## config.mk

```make
export PLATFORM = sky130hd
export DESIGN_NAME = muldiv_unit
export DESIGN_NICKNAME = d
export VERILOG_FILES = /design/src/rtl/muldiv_pkg.sv /design/src/rtl/muldiv_div_core.sv /design/src/rtl/muldiv_unit.sv
export SDC_FILE = /design/constraint.sdc
export NUM_CORES = 2
export LEC_CHECK = 0
export ABC_CLOCK_PERIOD_IN_PS = 10400
export BUFFER_PORTS_ARGS = -buffer_cell sky130_fd_sc_hd__buf_2
export CORE_MARGIN = 2
export CORE_UTILIZATION = 61
export CTS_CLUSTER_SIZE = 10
export DETAILED_ROUTE_END_ITERATION = 8
export GPL_TIMING_DRIVEN = 0
export HOLD_SLACK_MARGIN = 0.06
export PLACE_DENSITY = 0.83
export SLEW_MARGIN = 10
export SYNTH_ARGS = -nofsm -noshare
export SYNTH_HDL_FRONTEND = slang
export SYNTH_SLANG_ARGS = --single-unit
```

## constraint.sdc

```tcl
create_clock -name clk -period 10.4 [get_ports clk]
set_input_delay 0.52 -clock clk [delete_from_list [all_inputs] [get_ports clk]]
set_output_delay 0.52 -clock clk [all_outputs]
set_load 0.01 [all_outputs]
```

## src/rtl/muldiv_pkg.sv

```systemverilog
// Shared definitions for the multiply/divide unit: op-code encoding, FSM state
// encoding and small op-classification helpers.
package muldiv_pkg;

  localparam logic [3:0] MD_OP_NOP   = 4'd0;
  localparam logic [3:0] MD_OP_MULT  = 4'd1;
  localparam logic [3:0] MD_OP_MULTU = 4'd2;
  localparam logic [3:0] MD_OP_MADD  = 4'd3;
  localparam logic [3:0] MD_OP_MADDU = 4'd4;
  localparam logic [3:0] MD_OP_MSUB  = 4'd5;
  localparam logic [3:0] MD_OP_MSUBU = 4'd6;
  localparam logic [3:0] MD_OP_DIV   = 4'd7;
  localparam logic [3:0] MD_OP_DIVU  = 4'd8;
  localparam logic [3:0] MD_OP_MTHI  = 4'd9;
  localparam logic [3:0] MD_OP_MTLO  = 4'd10;

  typedef enum logic [2:0] {
    StIdle,
    StMul,
    StDiv,
    StFix,
    StDone
  } md_state_e;

  function automatic logic is_mul_op(input logic [3:0] op);
    return (op == MD_OP_MULT)  || (op == MD_OP_MULTU) || (op == MD_OP_MADD) ||
           (op == MD_OP_MADDU) || (op == MD_OP_MSUB)  || (op == MD_OP_MSUBU);
  endfunction

  function automatic logic is_div_op(input logic [3:0] op);
    return (op == MD_OP_DIV) || (op == MD_OP_DIVU);
  endfunction

  function automatic logic is_signed_op(input logic [3:0] op);
    return (op == MD_OP_MULT) || (op == MD_OP_MADD) || (op == MD_OP_MSUB) ||
           (op == MD_OP_DIV);
  endfunction

  // Ops that occupy the unit for more than the accept cycle.
  function automatic logic is_multicycle(input logic [3:0] op);
    return is_mul_op(op) || is_div_op(op);
  endfunction

endpackage

```

## src/rtl/muldiv_div_core.sv

```systemverilog
// Iterative restoring divider on unsigned magnitudes, one quotient bit per cycle.
// Ports:
//   clk, rst            clock, synchronous active-high reset
//   start               load dividend/divisor and begin WIDTH iterations
//   abort               stop an in-flight division
//   dividend, divisor   unsigned operands (divisor must be non-zero)
//   last                final iteration in progress; results valid after this edge
//   quotient, remainder results, held until the next start
module muldiv_div_core #(
  parameter int unsigned WIDTH = 32
) (
  input  logic             clk,
  input  logic             rst,
  input  logic             start,
  input  logic             abort,
  input  logic [WIDTH-1:0] dividend,
  input  logic [WIDTH-1:0] divisor,
  output logic             last,
  output logic [WIDTH-1:0] quotient,
  output logic [WIDTH-1:0] remainder
);

  localparam int unsigned CntW = $clog2(WIDTH);

  logic             run_q;
  logic [CntW-1:0]  cnt_q;
  logic [WIDTH-1:0] rem_q, quo_q, dsr_q;
  logic [WIDTH:0]   shifted, diff;

  // Quotient register doubles as the dividend shift register.
  always_comb begin
    shifted = {rem_q, quo_q[WIDTH-1]};
    diff    = shifted - {1'b0, dsr_q};
  end

  assign last      = run_q && (cnt_q == CntW'(WIDTH - 1));
  assign quotient  = quo_q;
  assign remainder = rem_q;

  always_ff @(posedge clk) begin
    if (rst) begin
      run_q <= 1'b0;
      cnt_q <= '0;
      rem_q <= '0;
      quo_q <= '0;
      dsr_q <= '0;
    end else if (abort) begin
      run_q <= 1'b0;
    end else if (start) begin
      run_q <= 1'b1;
      cnt_q <= '0;
      rem_q <= '0;
      quo_q <= dividend;
      dsr_q <= divisor;
    end else if (run_q) begin
      if (diff[WIDTH]) begin
        // Borrow: restore the partial remainder.
        rem_q <= shifted[WIDTH-1:0];
        quo_q <= {quo_q[WIDTH-2:0], 1'b0};
      end else begin
        rem_q <= diff[WIDTH-1:0];
        quo_q <= {quo_q[WIDTH-2:0], 1'b1};
      end
      cnt_q <= cnt_q + 1'b1;
      if (last) run_q <= 1'b0;
    end
  end

endmodule

```

## src/rtl/muldiv_unit.sv

```systemverilog
// Multi-cycle multiply/divide unit owning the HI/LO register pair.
// Ports:
//   clk, rst                 clock, synchronous active-high reset
//   start_i, op_i            request and op code (muldiv_pkg encoding)
//   opa_i, opb_i             operands
//   flush_i                  abort an in-flight op
//   busy_o, done_o           op in flight / one-cycle completion pulse
//   div_by_zero_o            pulses with done_o on divide by zero
//   hi_o, lo_o               HI/LO registers
//   stallreq_o               pipeline stall request (combinational)
module muldiv_unit
  import muldiv_pkg::*;
#(
  parameter int unsigned WIDTH       = 32,
  parameter int unsigned MUL_LATENCY = 3
) (
  input  logic             clk,
  input  logic             rst,
  input  logic             start_i,
  input  logic [3:0]       op_i,
  input  logic [WIDTH-1:0] opa_i,
  input  logic [WIDTH-1:0] opb_i,
  input  logic             flush_i,
  output logic             busy_o,
  output logic             done_o,
  output logic             div_by_zero_o,
  output logic [WIDTH-1:0] hi_o,
  output logic [WIDTH-1:0] lo_o,
  output logic             stallreq_o
);

  localparam int unsigned CntW    = (MUL_LATENCY > 2) ? $clog2(MUL_LATENCY) : 1;
  localparam int unsigned MulLast = (MUL_LATENCY >= 2) ? MUL_LATENCY - 2 : 0;

  md_state_e          state_q;
  logic               busy_q, done_q, dbz_q, qneg_q, rneg_q;
  logic [3:0]         op_q;
  logic [CntW-1:0]    cnt_q;
  logic [WIDTH-1:0]   hi_q, lo_q;
  logic [2*WIDTH-1:0] prod_q, prod_comb, a_ext, b_ext;
  logic               sgn, a_neg, b_neg, accept, div_start, div_last;
  logic [WIDTH-1:0]   a_mag, b_mag, div_quo, div_rem, q_fix, r_fix;

  function automatic logic [2*WIDTH-1:0] mul_commit(input logic [3:0] op,
                                                    input logic [2*WIDTH-1:0] acc,
                                                    input logic [2*WIDTH-1:0] p);
    if (op == MD_OP_MADD || op == MD_OP_MADDU) return acc + p;
    if (op == MD_OP_MSUB || op == MD_OP_MSUBU) return acc - p;
    return p;
  endfunction

  always_comb begin
    sgn       = is_signed_op(op_i);
    a_ext     = sgn ? {{WIDTH{opa_i[WIDTH-1]}}, opa_i} : {{WIDTH{1'b0}}, opa_i};
    b_ext     = sgn ? {{WIDTH{opb_i[WIDTH-1]}}, opb_i} : {{WIDTH{1'b0}}, opb_i};
    // Low 2*WIDTH bits of the extended product are correct for both signednesses.
    prod_comb = a_ext * b_ext;
    a_neg     = sgn & opa_i[WIDTH-1];
    b_neg     = sgn & opb_i[WIDTH-1];
    a_mag     = a_neg ? -opa_i : opa_i;
    b_mag     = b_neg ? -opb_i : opb_i;
    q_fix     = qneg_q ? -div_quo : div_quo;
    r_fix     = rneg_q ? -div_rem : div_rem;
  end

  assign accept    = (state_q == StIdle) && start_i && !flush_i;
  assign div_start = accept && is_div_op(op_i) && (opb_i != '0);

  muldiv_div_core #(
    .WIDTH(WIDTH)
  ) u_div_core (
    .clk      (clk),
    .rst      (rst),
    .start    (div_start),
    .abort    (flush_i),
    .dividend (a_mag),
    .divisor  (b_mag),
    .last     (div_last),
    .quotient (div_quo),
    .remainder(div_rem)
  );

  always_ff @(posedge clk) begin
    if (rst) begin
      state_q <= StIdle;
      busy_q  <= 1'b0;
      done_q  <= 1'b0;
      dbz_q   <= 1'b0;
      qneg_q  <= 1'b0;
      rneg_q  <= 1'b0;
      op_q    <= MD_OP_NOP;
      cnt_q   <= '0;
      hi_q    <= '0;
      lo_q    <= '0;
      prod_q  <= '0;
    end else begin
      done_q <= 1'b0;
      dbz_q  <= 1'b0;
      unique case (state_q)
        StIdle: begin
          if (accept) begin
            op_q <= op_i;
            if (is_mul_op(op_i)) begin
              prod_q <= prod_comb;
              cnt_q  <= '0;
              busy_q <= 1'b1;
              if (MUL_LATENCY == 1) begin
                {hi_q, lo_q} <= mul_commit(op_i, {hi_q, lo_q}, prod_comb);
                done_q       <= 1'b1;
                state_q      <= StDone;
              end else begin
                state_q <= StMul;
              end
            end else if (is_div_op(op_i)) begin
              busy_q <= 1'b1;
              if (opb_i == '0) begin
                done_q  <= 1'b1;
                dbz_q   <= 1'b1;
                state_q <= StDone;
              end else begin
                qneg_q  <= a_neg ^ b_neg;
                rneg_q  <= a_neg;
                state_q <= StDiv;
              end
            end else if (op_i == MD_OP_MTHI) begin
              hi_q <= opa_i;
            end else if (op_i == MD_OP_MTLO) begin
              lo_q <= opa_i;
            end
          end
        end
        StMul: begin
          if (flush_i) begin
            busy_q  <= 1'b0;
            state_q <= StIdle;
          end else if (cnt_q == CntW'(MulLast)) begin
            // Accumulate against HI/LO as they stand now, not at accept.
            {hi_q, lo_q} <= mul_commit(op_q, {hi_q, lo_q}, prod_q);
            done_q       <= 1'b1;
            state_q      <= StDone;
          end else begin
            cnt_q <= cnt_q + 1'b1;
          end
        end
        StDiv: begin
          if (flush_i) begin
            busy_q  <= 1'b0;
            state_q <= StIdle;
          end else if (div_last) begin
            state_q <= StFix;
          end
        end
        StFix: begin
          if (flush_i) begin
            busy_q  <= 1'b0;
            state_q <= StIdle;
          end else begin
            lo_q    <= q_fix;
            hi_q    <= r_fix;
            done_q  <= 1'b1;
            state_q <= StDone;
          end
        end
        StDone: begin
          busy_q  <= 1'b0;
          state_q <= StIdle;
        end
        default: begin
          busy_q  <= 1'b0;
          state_q <= StIdle;
        end
      endcase
    end
  end

  assign busy_o        = busy_q;
  assign done_o        = done_q;
  assign div_by_zero_o = dbz_q;
  assign hi_o          = hi_q;
  assign lo_o          = lo_q;
  assign stallreq_o    = busy_q | (start_i & is_multicycle(op_i) & ~flush_i);

endmodule

```

# ---- Word level (Yosys, flattened, before mapping)
# Cells that the tools add are included.
dict set report totals {
  register_bits 244
  latch_bits 0
  ram_bits 0
  romBits 0
  out_inout_bits 68
  elab_cells 184
  memories 0
}
dict set report classes {
  addsub 9
  multipliers 1
  n_div 0
  order_cmp 0
  eq_ne 34
  shifts 0
  n_mux 77
  n_bitwise 10
  n_reduce_logical 37
}
# op n
set ops {}
lappend ops {{32-bit two-way mux} 24}
lappend ops {{64-bit two-way mux} 6}
lappend ops {{32-bit case mux with 3 select lines} 2}
lappend ops {{32-bit negation} 4}
lappend ops {{64-bit adder} 1}
lappend ops {{64-bit by 64-bit multiplier with 64-bit output} 1}
lappend ops {{64-bit subtractor} 1}
lappend ops {{33-bit by 32-bit subtractor with 33-bit output} 1}
lappend ops {{32-bit zero test} 1}
lappend ops {{32-bit nonzero test} 1}
lappend ops {{4-bit by 3-bit == test with 1-bit output, second input constant} 7}
lappend ops {{3-bit two-way mux} 9}
lappend ops {{1-bit two-way mux} 26}
lappend ops {{2-bit inequality test, second input constant} 8}
lappend ops {{4-bit by 2-bit == test with 1-bit output, second input constant} 3}
lappend ops {{4-bit == test, second input constant} 3}
lappend ops {{1-bit logical OR} 12}
lappend ops {{3-bit case mux with 4 select lines} 1}
lappend ops {{5-bit two-way mux} 2}
lappend ops {{5-bit AND reduction} 2}
lappend ops {{9-bit AND reduction} 1}
lappend ops {{2-bit two-way mux} 4}
lappend ops {{2-bit by 1-bit inequality test with 1-bit output, second input constant} 4}
lappend ops {{8-bit AND reduction} 1}
lappend ops {{26 further kinds} 43}

# ---- Longest topological paths before layout
dict set report depth {
  word_depth 17
  ltp_mapped 39
  mapped_depth_nobuf 35
}

# ---- Modules after synthesis
# Synthesis repeated with hierarchy kept, for this count alone.
dict set report unflattened {
  hier_cells 8344
  hier_area_um2 70475.1
}
# mod instances cells_each area_each_um2 seq_area_each_um2
set modules_own_cells {}
lappend modules_own_cells {muldiv_unit 1 7624 64652.0 2842.7}
lappend modules_own_cells {muldiv_div_core 1 720 5823.1 2042.0}

# ---- Worst setup path before layout
# No wires, ideal clock.
dict set report synth_path {
  kind {in2reg}
  start {input op_i[0]}
  end {register prod_q[56]}
  setup_time_ns 0.095
  arrival_time_ns 9.957
  path_slack_ns 0.347
  path_stages 31
  path_buffers 4
  cell_sequence {nor2b_1 -> clkbuf_1 -> and2_1 -> clkbuf_1 -> buf_1 -> nand2_1 -> fa_1 -> inv_1 -> fa_1 -> fa_1 -> inv_1 -> fa_1 -> fa_1 -> inv_1 -> fa_1 -> fa_1 -> fa_1 -> fa_1 -> inv_1 -> fa_1 -> inv_1 -> ha_1 -> clkbuf_1 -> a21o_1 -> a211o_1 -> o41ai_2 -> o31ai_1 -> a31o_1 -> a31o_1 -> or4b_1 -> o311ai_1}
}
dict set report synth_via {
  elab_chain_cells 7
  elab_cells_between_ends 19
  classes_between {mul (1); eq/ne (7); mux (2); reduce/logical (9)}
}
# element line
set synth_rtl {}
lappend synth_rtl {{start, declared} muldiv_unit.sv:20} ;# input logic [3:0] op_i,
lappend synth_rtl {{parallel branches: the longest is 7 deep, another holds 64-bit by 64-bit multiplier with 64-bit output} n/a}
lappend synth_rtl {{end signal, assigned} muldiv_unit.sv:104} ;# prod_q <= prod_comb;
lappend synth_rtl {{end, declared} muldiv_unit.sv:40} ;# logic [2*WIDTH-1:0] prod_q, prod_comb, a_ext, b_ext;
# Parallel ways; which one is timed is not known.
# A chain may end at the register's enable or synchronous reset.

# ---- Worst setup path in the final report
dict set report layout_path {
  start {input opb_i[24]}
  end {register prod_q[55]}
}
dict set report layout_via {
  elab_chain_cells 2
}
# element line
set layout_rtl {}
lappend layout_rtl {{start, declared} muldiv_unit.sv:22} ;# input logic [WIDTH-1:0] opb_i,
lappend layout_rtl {{64-bit two-way mux} muldiv_unit.sv:55} ;# b_ext = sgn ? {{WIDTH{opb_i[WIDTH-1]}}, opb_i} : {{WIDTH{1'b0}}, opb_i};
lappend layout_rtl {{64-bit by 64-bit multiplier with 64-bit output} muldiv_unit.sv:57} ;# prod_comb = a_ext * b_ext;
# No other way between the ends.

==> flow_results.xml <==
<?xml version="1.0" encoding="UTF-8"?>
<metrics>
  <group name="status">
    <metric name="run_status" unit="">finished, violations left</metric>
    <metric name="violations" unit="">capacitance limit, slew limit</metric>
  </group>
  <group name="floorplan">
    <metric name="die_w" unit="um">342</metric>
    <metric name="initial_core_util" unit="%">61.3</metric>
    <metric name="placement_rows" unit="">124</metric>
    <metric name="die_h" unit="um">342</metric>
    <metric name="ioPinCount" unit="">140</metric>
    <metric name="core" unit="um2">114000</metric>
    <metric name="area_of_the_die" unit="um2">117000</metric>
  </group>
  <group name="sta">
    <metric name="timing.final.ws_setup" unit="ps">125</metric>
    <metric name="final.min_clock_period" unit="ps">10280</metric>
    <metric name="skew" unit="ps">17.1</metric>
    <metric name="relSlewSlack" unit="%">-6.57</metric>
    <metric name="setup-violations-final" unit="">0</metric>
    <metric name="tcrit_tclk_final" unit="%">98.8</metric>
    <metric name="holdWs" unit="ps">292</metric>
    <metric name="final.setup.tns" unit="ps">0</metric>
    <metric name="hold_violations" unit="">0</metric>
    <metric name="tightestPinTransition" unit="ps">1580</metric>
    <metric name="finalMaxSlewViolations" unit="">3</metric>
    <metric name="max_clock_freq" unit="GHz">0.0973</metric>
  </group>
  <group name="critical_path">
    <metric name="r2r_slack" unit="ps">4420</metric>
    <metric name="timing.critical_path.slowest_cell_delay" unit="ps">910</metric>
    <metric name="critical_path_peak_fanout" unit="">10</metric>
    <metric name="timing.rr.end" unit="">hi_o[28]</metric>
    <metric name="startpoint_type" unit="">input pin</metric>
    <metric name="timing.critical_path.arrival" unit="ps">10790</metric>
    <metric name="worstReg2RegStart" unit="">prod_q[14]</metric>
    <metric name="worstSetupEndpointType" unit="">register</metric>
    <metric name="path_class" unit="">input pin to register</metric>
    <metric name="cpMostUsedCell" unit="">fa_1</metric>
    <metric name="worst_path_max_delay_cell" unit="">clkbuf_1</metric>
    <metric name="cp.required" unit="ps">10910</metric>
    <metric name="worst-r2r-cell-count" unit="">15</metric>
  </group>
  <group name="layout">
    <metric name="layout.cells.most_common" unit="">inv_1</metric>
    <metric name="most-common-layout-cells" unit="">1719 x inv_1, 1413 x fa_1, 1099 x nand2_1</metric>
    <metric name="num-nets-final" unit="">10400</metric>
    <metric name="area_growth_from_synthesis_to_layout" unit="%">5.20</metric>
    <metric name="multi_input_comb_area" unit="um2">56700</metric>
    <metric name="final_layout_size_suffix_gt1_share" unit="%">3.94</metric>
    <metric name="sequential_cell_area" unit="um2">4880</metric>
    <metric name="fill_cells" unit="">9907</metric>
  </group>
  <group name="flow_run">
    <metric name="max_capacitance_violation_count" unit="">1</metric>
  </group>
  <group name="route">
    <metric name="post-route-drc-count" unit="">0</metric>
    <metric name="route.detailed.vias_per_inst" unit="">6.43</metric>
    <metric name="postRouteAntennaNets" unit="">0</metric>
    <metric name="routed-via-count" unit="">64100</metric>
    <metric name="drt-pass1-iter-count" unit="">9</metric>
    <metric name="detailedRoute.firstIterationViolations" unit="">7260</metric>
    <metric name="drt-wirelength-per-cell" unit="um">30.6</metric>
    <metric name="wl" unit="um">305000</metric>
  </group>
  <group name="worst_hold_path">
    <metric name="hold_end" unit="">op_q[0]</metric>
    <metric name="timing.hold.worst_path_depth" unit="">3</metric>
    <metric name="min_path_type" unit="">input pin to register</metric>
    <metric name="min-delay-start" unit="">op_i[0]</metric>
  </group>
  <group name="place">
    <metric name="globalplace.congestion" unit="">1.13</metric>
    <metric name="place_hpwl" unit="um">255000</metric>
    <metric name="port_buffers" unit="">97</metric>
    <metric name="post-place-ws" unit="ps">-2860</metric>
  </group>
  <group name="synth">
    <metric name="ys_seq_elements" unit="">244</metric>
    <metric name="syn-mean-instance-area" unit="um2">8.42</metric>
    <metric name="synth.net_count" unit="">10300</metric>
    <metric name="number_of_synthesized_flops_with_an_enable_pin" unit="">0</metric>
    <metric name="synth_top_area_share" unit="%">40.6</metric>
    <metric name="yosys_warnings" unit="">0</metric>
    <metric name="postSynth.asyncResetShare" unit="%">0</metric>
    <metric name="synth.area.top_cells" unit="">fa_1 41%, inv_1 9.2%, ha_1 8.6%</metric>
    <metric name="syn_area" unit="um2">69800</metric>
    <metric name="synthesis.instances" unit="">8293</metric>
    <metric name="share_of_the_yosys_chip_area_belonging_to_registers" unit="%">7.00</metric>
    <metric name="netlist.top_cell.by_area" unit="">fa_1</metric>
    <metric name="post_synth_num_cell_types" unit="">85</metric>
    <metric name="postSynth.topFlopCell" unit="">dfxtp_1</metric>
  </group>
  <group name="clock_tree">
    <metric name="cts.clk_slew.worst_paths" unit="ps">70</metric>
    <metric name="tritoncts" unit="">done</metric>
    <metric name="clock_insertion_delay_worst_skew" unit="ps">580</metric>
    <metric name="cts_htree_levels" unit="">1</metric>
    <metric name="clkSinkCount" unit="">244</metric>
    <metric name="cts_max_path_buffers" unit="">3</metric>
    <metric name="clock-root-buffer" unit="">clkbuf_16</metric>
    <metric name="cts-hold-fix-buffers" unit="">0</metric>
    <metric name="cts_buffers" unit="">28</metric>
  </group>
  <group name="global_routing">
    <metric name="first_global_vias" unit="">65200</metric>
    <metric name="track_usage" unit="%">52.3</metric>
    <metric name="gr_ovfl_total" unit="">0</metric>
    <metric name="number_of_antenna_violations_at_the_first_check_in_global_routing" unit="">31</metric>
    <metric name="grt_start_max_net_pins" unit="">23</metric>
    <metric name="grt_first_pass_wirelength" unit="um">437000</metric>
  </group>
</metrics>
[critical path: cells and delay by family]
family / cells / cell delay, ps
AOI/OAI and AO/OA: 8 / 2410
buffers and inverters: 8 / 2180
and+or+nand+nor: 3 / 440
adders and majority gates: 11 / 5030
xor gates and xnor gates: 1 / 200
[cell usage after synthesis, drive strengths merged (37+ instances only)]
library cell  number
fa              1417
clkbuf           414
mux2i             40
a21o              95
nor3              78
nor2             350
a211oi            97
ha               479
o211ai            47
nor4              37
and2             361
o21bai            54
buf               80
dfxtp            244
inv             1720
nand3             63
a21oi            420
a22oi             44
and3              45
xor2              93
o31ai             64
o21ai            234
xnor2            192
a221oi            45
nand2           1100
[timing repair]
item | 4_1_cts | 5_1_grt
pin swaps | 2 | 0
gates resized for setup | 71 | 132
cloned | 0 | 0
endpoints found under the setup margin | 27 | 17
setup buffers | 2 | 1
[per-layer routing]
layer  vias to the layer above  global-route usage, %  routed length [um]
li1                      26200                      -                   -
met4                        22                   43.2               32500
met1                     31200                   60.1               99800
met3                      1561                   19.2               44000
met5                         -                      0                 178
met2                      5123                   78.0              128000
[through the flow]
step           cells  utilization, %  instance area (um2)
6_report        9971            64.5                73400
5_1_grt         9939            64.4                73300
4_1_cts         9933            64.3                73200
3_5_place_dp    9906            63.5                72300
3_3_place_gp    9902            63.4                72200
2_1_floorplan   8293               -                69800
[worst max-delay path by stage]
stage,startpoint,end,slack (ps),depth (start not counted)
after floorplan,op_i[0],prod_q[56],350,31
after global placement,op_i[0],prod_q[56],-2520,32
after detailed placement,op_i[0],prod_q[56],-2860,32
after CTS,op_i[0],prod_q[63],2,32
after global routing,op_i[0],prod_q[63],-30,31
final,opb_i[24],prod_q[55],120,31
[flip-flops by register name (all words and copies together) (netlist names)]
register / count
rneg_q: 1
u_div_core.cnt_q: 5
prod_q: 64
div_by_zero_o: 1
state_q: 3
lo_o: 32
op_q: 4
u_div_core.run_q: 1
busy_o: 1
qneg_q: 1
hi_o: 32
u_div_core.dsr_q: 32
cnt_q: 2
done_o: 1
u_div_core.quotient: 32
u_div_core.remainder: 32
[area by class of cell]
type                       instances  share of cell area [%]
clock buffer                      29                   0.959
clock inverter                     2                  0.0324
inverter                        1723                    8.81
buffer                           484                    2.83
sequential                       244                    6.65
tap                             1512                    2.58
timing repair buffer             105                   0.830
antenna                           40                   0.136
multi-input combinational       5832                    77.2
[kinds of logic after synthesis]
kind of cell               synth area share (%)
AOI/OAI and AO/OA                          12.9
xor gates and xnor gates                   3.58
adders and majority gates                  49.3
buffers and inverters                      11.9
DFF                                        7.00
muxes                                     0.574
and+or+nand+nor                            14.7
Power is not shown: default switching activity piles up to over one toggle a cycle in this logic, so the estimate is an artifact.
